File: config.mk
export PLATFORM = sky130hd
export DESIGN_NAME = multicycle_control
export DESIGN_NICKNAME = d
export VERILOG_FILES = /design/src/rtl/multicycle_control.sv
export SDC_FILE = /design/constraint.sdc
export NUM_CORES = 1
export LEC_CHECK = 0
export BUFFER_PORTS_ARGS = -buffer_cell sky130_fd_sc_hd__buf_2
export CORE_MARGIN = 4
export CORE_UTILIZATION = 42
export CTS_BUF_LIST = sky130_fd_sc_hd__clkbuf_2
export DETAILED_ROUTE_END_ITERATION = 6
export PLACE_DENSITY = 0.75
export SYNTH_ARGS = -nofsm -noshare
export SYNTH_HDL_FRONTEND = slang
export SYNTH_SLANG_ARGS = --single-unit
export TNS_END_PERCENT = 30
File: constraint.sdc
create_clock -name clk -period 1.7 [get_ports clk]
set_clock_uncertainty 0.15 [all_clocks]
set_input_delay 0.34 -clock clk [delete_from_list [all_inputs] [get_ports clk]]
set_output_delay 0.34 -clock clk [all_outputs]
set_load 0.01 [all_outputs]
File: src/rtl/multicycle_control.sv
// Multicycle RV32I control unit for lw, sw, R-type, I-type ALU, beq and jal.
// This is a Moore FSM that drives the datapath selects, the write enables,
// imm_src and alu_control.
// Optional build macro CTRL_BNE_EN adds bne handling in the branch state.
module multicycle_control (
    input  logic       clk,
    input  logic       reset,
    input  logic [6:0] op,
    input  logic [2:0] funct3,
    input  logic       funct7b5,
    input  logic       zero,
    output logic [1:0] imm_src,
    output logic [1:0] alu_src_a,
    output logic [1:0] alu_src_b,
    output logic [1:0] result_src,
    output logic       adr_src,
    output logic       ir_write,
    output logic       pc_write,
    output logic       reg_write,
    output logic       mem_write,
    output logic [2:0] alu_control,
    output logic [3:0] state,
    output logic       instr_done
);

    localparam logic [6:0] OP_LW   = 7'b0000011;
    localparam logic [6:0] OP_SW   = 7'b0100011;
    localparam logic [6:0] OP_R    = 7'b0110011;
    localparam logic [6:0] OP_I    = 7'b0010011;
    localparam logic [6:0] OP_BEQ  = 7'b1100011;
    localparam logic [6:0] OP_JAL  = 7'b1101111;

    typedef enum logic [3:0] {
        S_FETCH    = 4'd0,
        S_DECODE   = 4'd1,
        S_MEMADR   = 4'd2,
        S_MEMREAD  = 4'd3,
        S_MEMWB    = 4'd4,
        S_MEMWRITE = 4'd5,
        S_EXECR    = 4'd6,
        S_EXECI    = 4'd7,
        S_ALUWB    = 4'd8,
        S_BEQ      = 4'd9,
        S_JAL      = 4'd10
    } state_e;

    typedef enum logic [1:0] {
        ALUOP_ADD   = 2'd0,
        ALUOP_SUB   = 2'd1,
        ALUOP_FUNCT = 2'd2
    } aluop_e;

    state_e     state_q;
    state_e     state_d;
    state_e     cur_s;
    aluop_e     aluop;
    logic       op_legal;
    logic       pc_update;
    logic       branch;
    logic       branch_taken;
    logic       ir_write_raw;
    logic       reg_write_raw;
    logic       mem_write_raw;
    logic       done_raw;

    // Outputs show the FETCH decode while reset is asserted
    assign cur_s = reset ? S_FETCH : state_q;
    assign state = 4'(cur_s);

    assign op_legal = (op == OP_LW) || (op == OP_SW) || (op == OP_R) ||
                      (op == OP_I)  || (op == OP_BEQ) || (op == OP_JAL);

    // State register with synchronous reset
    always_ff @(posedge clk) begin
        if (reset) begin
            state_q <= S_FETCH;
        end else begin
            state_q <= state_d;
        end
    end

    // Next-state sequencing
    always_comb begin
        state_d = S_FETCH;
        case (state_q)
            S_FETCH:    state_d = S_DECODE;
            S_DECODE: begin
                case (op)
                    OP_LW, OP_SW: state_d = S_MEMADR;
                    OP_R:         state_d = S_EXECR;
                    OP_I:         state_d = S_EXECI;
                    OP_BEQ:       state_d = S_BEQ;
                    OP_JAL:       state_d = S_JAL;
                    default:      state_d = S_FETCH;
                endcase
            end
            S_MEMADR:   state_d = op[5] ? S_MEMWRITE : S_MEMREAD;
            S_MEMREAD:  state_d = S_MEMWB;
            S_MEMWB:    state_d = S_FETCH;
            S_MEMWRITE: state_d = S_FETCH;
            S_EXECR:    state_d = S_ALUWB;
            S_EXECI:    state_d = S_ALUWB;
            S_ALUWB:    state_d = S_FETCH;
            S_BEQ:      state_d = S_FETCH;
            S_JAL:      state_d = S_ALUWB;
            default:    state_d = S_FETCH;
        endcase
    end

    // Moore datapath controls per state
    always_comb begin
        alu_src_a     = 2'b00;
        alu_src_b     = 2'b00;
        result_src    = 2'b00;
        adr_src       = 1'b0;
        ir_write_raw  = 1'b0;
        reg_write_raw = 1'b0;
        mem_write_raw = 1'b0;
        pc_update     = 1'b0;
        branch        = 1'b0;
        done_raw      = 1'b0;
        aluop         = ALUOP_ADD;
        case (cur_s)
            S_FETCH: begin
                ir_write_raw = 1'b1;
                alu_src_b    = 2'b10;
                result_src   = 2'b10;
                pc_update    = 1'b1;
            end
            S_DECODE: begin
                alu_src_a = 2'b01;
                alu_src_b = 2'b01;
                done_raw  = ~op_legal;
            end
            S_MEMADR: begin
                alu_src_a = 2'b10;
                alu_src_b = 2'b01;
            end
            S_MEMREAD: begin
                adr_src = 1'b1;
            end
            S_MEMWB: begin
                result_src    = 2'b01;
                reg_write_raw = 1'b1;
                done_raw      = 1'b1;
            end
            S_MEMWRITE: begin
                adr_src       = 1'b1;
                mem_write_raw = 1'b1;
                done_raw      = 1'b1;
            end
            S_EXECR: begin
                alu_src_a = 2'b10;
                aluop     = ALUOP_FUNCT;
            end
            S_EXECI: begin
                alu_src_a = 2'b10;
                alu_src_b = 2'b01;
                aluop     = ALUOP_FUNCT;
            end
            S_ALUWB: begin
                reg_write_raw = 1'b1;
                done_raw      = 1'b1;
            end
            S_BEQ: begin
                alu_src_a = 2'b10;
                aluop     = ALUOP_SUB;
                branch    = 1'b1;
                done_raw  = 1'b1;
            end
            S_JAL: begin
                alu_src_a = 2'b01;
                alu_src_b = 2'b10;
                pc_update = 1'b1;
            end
            default: begin
                alu_src_a = 2'b00;
            end
        endcase
    end

    // Branch condition from the ALU zero flag
`ifdef CTRL_BNE_EN
    always_comb begin
        case (funct3)
            3'b000:  branch_taken = zero;
            3'b001:  branch_taken = ~zero;
            default: branch_taken = 1'b0;
        endcase
    end
`else
    assign branch_taken = zero;
`endif

    // ALU operation decode
    always_comb begin
        alu_control = 3'b000;
        case (aluop)
            ALUOP_SUB: alu_control = 3'b001;
            ALUOP_FUNCT: begin
                case (funct3)
                    3'b000:  alu_control = (op[5] & funct7b5) ? 3'b001 : 3'b000;
                    3'b010:  alu_control = 3'b101;
                    3'b110:  alu_control = 3'b011;
                    3'b111:  alu_control = 3'b010;
                    default: alu_control = 3'b000;
                endcase
            end
            default: alu_control = 3'b000;
        endcase
    end

    // Immediate format depends only on the opcode
    always_comb begin
        case (op)
            OP_SW:   imm_src = 2'b01;
            OP_BEQ:  imm_src = 2'b10;
            OP_JAL:  imm_src = 2'b11;
            default: imm_src = 2'b00;
        endcase
    end

    assign ir_write   = ir_write_raw  & ~reset;
    assign reg_write  = reg_write_raw & ~reset;
    assign mem_write  = mem_write_raw & ~reset;
    assign pc_write   = (pc_update | (branch & branch_taken)) & ~reset;
    assign instr_done = done_raw & ~reset;

endmodule

Yosys cells after proc, flatten, opt, wreduce, memory -nomap -nowiden:

Cells that the tools add are included.

* flip-flop bits (word level): 4
* input bits: 14
* output and inout port bits: 21
* logic and storage cells: 75

* eq/ne operators: 27
* multiplexer cells: 19
* bitwise gates (word level): 10
* reduce and logical (&&, ||, !) cells: 18

Operator list (count)
* $pmux 4 s5: 2
* $eq 4x3->1 const B: 6
* $eq 4x2->1 const B: 4
* $eq 4x4->1 const B: 4
* $pmux 2 s2: 4
* $eq 7x6->1 const B: 2
* $eq 7x7->1 const B: 2
* $pmux 3 s4: 1
* $reduce_or 2->1: 6
* $eq 4x1->1 const B: 2
* $logic_not 4->1: 2
* $reduce_or 4->1: 2
* $and 1x1->1: 7
* $eq 7x2->1 const B: 1
* $eq 7x5->1 const B: 1
* $mux 1: 7
* $eq 3x3->1 const B: 2
* $pmux 2 s3: 1
* $pmux 3 s2: 1
* $reduce_or 3->1: 2
* $logic_or 1x1->1: 5
* $mux 4: 1
* $eq 3x2->1 const B: 1
* $logic_not 3->1: 1
* 6 further kinds: 7

Longest topological paths before layout:

* depth after elaboration: 9
* mapped depth: 7
* gate-level depth less buffers: 6

Worst setup path after synthesis:

OpenSTA, ideal clock, no wires.

* path type: flip-flop to output port
* from: register state_q[1]
* to: output port alu_control[2]
* arrival: 1.559 ns
* data required time: 1.210 ns
* path slack: -0.349 ns
* cell stages (with the launch flop): 7
* buffers on the path: 1
* cells stage by stage: dfxtp_1 buf_6 nor2b_1 and2_1 inv_1 ha_1 nor4_1

* word-level cells in the longest chain between the ends: 6
* elaborated cells on any way between the ends: 9
* classes of those cells: eq/ne (5); mux (3); reduce/logical (1)

RTL lines
* start: declaration: line 53 `state_e state_q;`
* start signal: assignment: line 78 `state_q <= state_d;`
* $mux 4 *: line 67 `assign cur_s = reset ? S_FETCH : state_q;`
* net state[1]: line 22 `output logic [3:0] state,`
* $eq 4x3->1: line 123 `case (cur_s)`
* $reduce_or 2->1 (no line)
* $pmux 2 s2 *: line 123
* $eq 2x2->1 or $eq 2x1->1 (tied branches): line 198 `case (aluop)`
* $pmux 3 s2 *: line 198
* end: declaration: line 21 `output logic [2:0] alu_control,`

The timed path passes the listed nets; every way through them passes the cells marked *.

Final worst setup path:

* from: register state_q[2]
* to: output port alu_control[0]

* word-level cells in the longest chain between the ends: 6
* elaborated cells on any way between the ends: 9
* classes of those cells: eq/ne (5); mux (3); reduce/logical (1)

RTL lines (line)
* $mux 4 *: 67
* $eq 4x3->1: 123
* $reduce_or 2->1 (no line)
* $pmux 2 s2 *: 123
* $eq 2x2->1 or $eq 2x1->1 (tied branches): 198
* $pmux 3 s2 *: 198

Mark *: on every way between the ends. The rest lies on a longest branch, timed or not.

==> flow_summary.toml <==
[place]
placed_area_um2 = 1050
port_buffers = 34
gp_congestion = 0.814
hpwl_mm = 1.60
dp_cells = 154

[setup_path]
worstPathCellList = "buf_4 > nor2b_4 > nand3_4 > ha_4 > nor2b_1 > o21ai_0 > a21oi_1 > buf_2"
critPathMaxStageDelay_ns = 0.34
cp-start-kind = "register"
arrival_ns = 1.53
crit_start = "state_q[2]"
cp_max_fo = 3
rr_worst_depth = 5
cp-endpoint = "alu_control[0]"
end_kind = "primary output"
crit_type = "reg -> out"
r2r-start = "state_q[1]"
r2r_end = "state_q[3]"
ff2ff_setup_slack_ns = 0.04
crit_slowest_cell = "dfxtp_4"
crit_required_ns = 1.21

[yosys]
synth_area_um2 = 679
syn_inst = 91
synth_edf_count = 0
avgSynthCellArea_um2 = 7.47
ys_seq_elements = 4
synth_flop_cell = "dfxtp_1"
syn_nets = 107
ys_types = 41
async_reset_ff_share_pct = 0
yosys_warnings = 0
yosysSeqAreaShare_pct = 11.8

[global_route]
grt.overflow.total = 0
antenna_found_initial = 0
grt_pass1_wl_mm = 3.31
grtUsageTotal_pct = 19.9
grt_max_degree = 16
grt_pass1_vias = 769

[final_layout]
fill_cells = 116
final_cell_count_no_fill = 161
reg_top3 = "state_q x4"
fin_nets = 163
layout-drive-gt1-share_pct = 63.4
largest_reg_flops = 4
final_cell_area_um2 = 1210
antennaDiodeCount = 0
regMostFlops = "state_q"
area_delta_synth_final_pct = 78.3

[timing]
period_share_pct = 119
slew_headroom_pct = 74.4
worst_slew_pin_slew_ns = 0.382
drv_slew = 0
setup_viol = 14
fmax_mhz = 496
finalHoldViolCount = 0
post-route-min-period_ns = 2.02
rsz0062_at_grt = "true"
fin_tns_setup_ns = -2.25
fin_ws_ns = -0.316

[drt]
drtPass1Iterations = 4
totalWireLength_mm = 2.16
drt_iter0_drc = 13
viasPerCell = 5.45
num_vias = 878
final_antenna_net_count = 0
post_drt_wl_per_cell_um = 13.4
drc = 0

[power_and_ir_drop]
switching_share_pct = 35.0
p_leak_nw = 0.564
p_switching_mw = 0.119
p_comb_share_pct = 45.5
vdd_drop_max_mv = 0.246
power_frac_clock_pct = 25.9
power_density_nw_per_um2 = 281
total_power_mw = 0.341
p_int_mw = 0.221
seqPwrFrac_pct = 28.6

[clock_tree]
cts.sinks = 4
clock_latency_ns = 0.22
path_clk_slew_ns = 0.05
cts_buffers = 3
cts_tree = "yes"
htree_num_levels = 1
holdBufCountCts = 0
cts.path.max_buffers = 2
cts_root_buf = "clkbuf_2"

[die]
start_util_pct = 44.6
die_x_um = 48.2
die_height_um = 48.2
io_pins = 35
rows = 14
core-area_um2 = 1520
die_area_um2 = 2330

[status]
violations = "setup timing"
outcome = "complete, but fails checks"

[min_path]
min_path_type = "in -> reg"

[job]
max-cap-violations = 0
[cells in the final DEF (no fill, tap or decap), types with 2 or more instances in the layout]
cell type / n
o21ai_1: 2
and3_1: 2
o21ai_0: 2
nor4_4: 2
nand2_1: 4
a21oi_1: 2
nor3_1: 3
dfxtp_4: 3
buf_2: 34
nor2b_1: 4
or3b_1: 3
xor2_1: 2
inv_2: 2
ha_4: 2
o21a_1: 2
or3_1: 2
nor2b_4: 3
nor3b_1: 2
a211oi_2: 2
clkbuf_2: 3
nor2_1: 4
buf_4: 22
nand3b_1: 4
buf_6: 3
xnor2_1: 2
inv_1: 2
[how the worst min path moves through the flow]
stage / from / end / cells past startpoint
2_1_floorplan: op[5] / state_q[1] / 3
3_3_place_gp: state_q[0] / state_q[1] / 3
3_5_place_dp: state_q[0] / state_q[1] / 3
4_1_cts: op[5] / state_q[1] / 5
5_1_grt: op[5] / state_q[1] / 5
6_report: op[6] / state_q[2] / 4
[kinds of logic after synthesis]
family | count (synthesis) | share of synthesized area (%)
flip-flops | 4 | 11.8
multiplexers | 1 | 1.47
AO/OA/AOI/OAI | 20 | 22.1
AND/OR/NAND/NOR | 47 | 46.6
buffers and inverters | 13 | 9.21
XOR/XNOR | 4 | 5.16
adder cells (fa/ha/maj) | 2 | 3.68
[Yosys cell counts (3+ instances only)]
cell type | count | share of area, %
o21ai_0 | 3 | 2.2
nor2_1 | 5 | 2.8
nand2_1 | 5 | 2.8
clkbuf_1 | 3 | 1.7
a21oi_1 | 3 | 2.2
or3b_1 | 3 | 3.9
or3_1 | 3 | 2.8
dfxtp_1 | 4 | 12
buf_2 | 5 | 3.7
nand3b_1 | 4 | 4.4
nor3_1 | 4 | 2.9
inv_1 | 4 | 2.2
nor2b_1 | 8 | 7.4
[cell type report]
cell class | count | area (um^2) | area share, %
Multi-Input combinational cell | 74 | 684 | 56.5
Timing Repair Buffer | 60 | 384 | 31.7
Sequential cell | 4 | 92.6 | 7.64
Tap cell | 16 | 20.0 | 1.65
Clock buffer | 3 | 15.0 | 1.24
Inverter | 4 | 15.0 | 1.24
[power groups by stage]
stage / registers, mW / clock network [mW] / logic (mW)
after global routing: 0.0980 / 0.0998 / 0.167
final: 0.0977 / 0.0882 / 0.155
after CTS: 0.0984 / 0.0883 / 0.144
after global placement: 0.102 / 0 / 0.137
after detailed placement: 0.102 / 0 / 0.140
after floorplan: 0.0988 / 0 / 0.0766
[worst max-delay path: cells and delay by family, from the launching register on]
| kind | cells | cell delay (ns) |
|---|---|---|
| fa+ha+maj | 1 | 0.18 |
| compound gates | 2 | 0.15 |
| buf+inv | 2 | 0.28 |
| simple gates | 3 | 0.36 |
| flops | 1 | 0.34 |
[metal layers]
layer / up-vias / GRT usage (%) / routed length [um]
met2: 40 / 38.5 / 1120
met1: 396 / 21.9 / 873
met4: 0 / 6.45 / 29
met3: 3 / 2.21 / 132
met5: - / 0 / 0
li1: 439 / - / -
[stage by stage]
| stage | setup WS (ns) | hold WS, ns | util [%] |
|---|---|---|---|
| after floorplan | -0.0775 | 0.370 | - |
| after global placement | -0.163 | 0.556 | 68.9 |
| after detailed placement | -0.185 | 0.555 | 68.9 |
| after CTS | -0.283 | 0.391 | 72.3 |
| after global routing | -0.396 | 0.399 | 79.5 |
| final | -0.316 | 0.391 | 79.5 |
[timing repair]
action	4_1_cts	5_1_grt
resized for setup	10	16
setup endpoints to repair	15	17
setup buffers	0	4
pin swaps	4	5
Power figures use the tool's default switching activity.
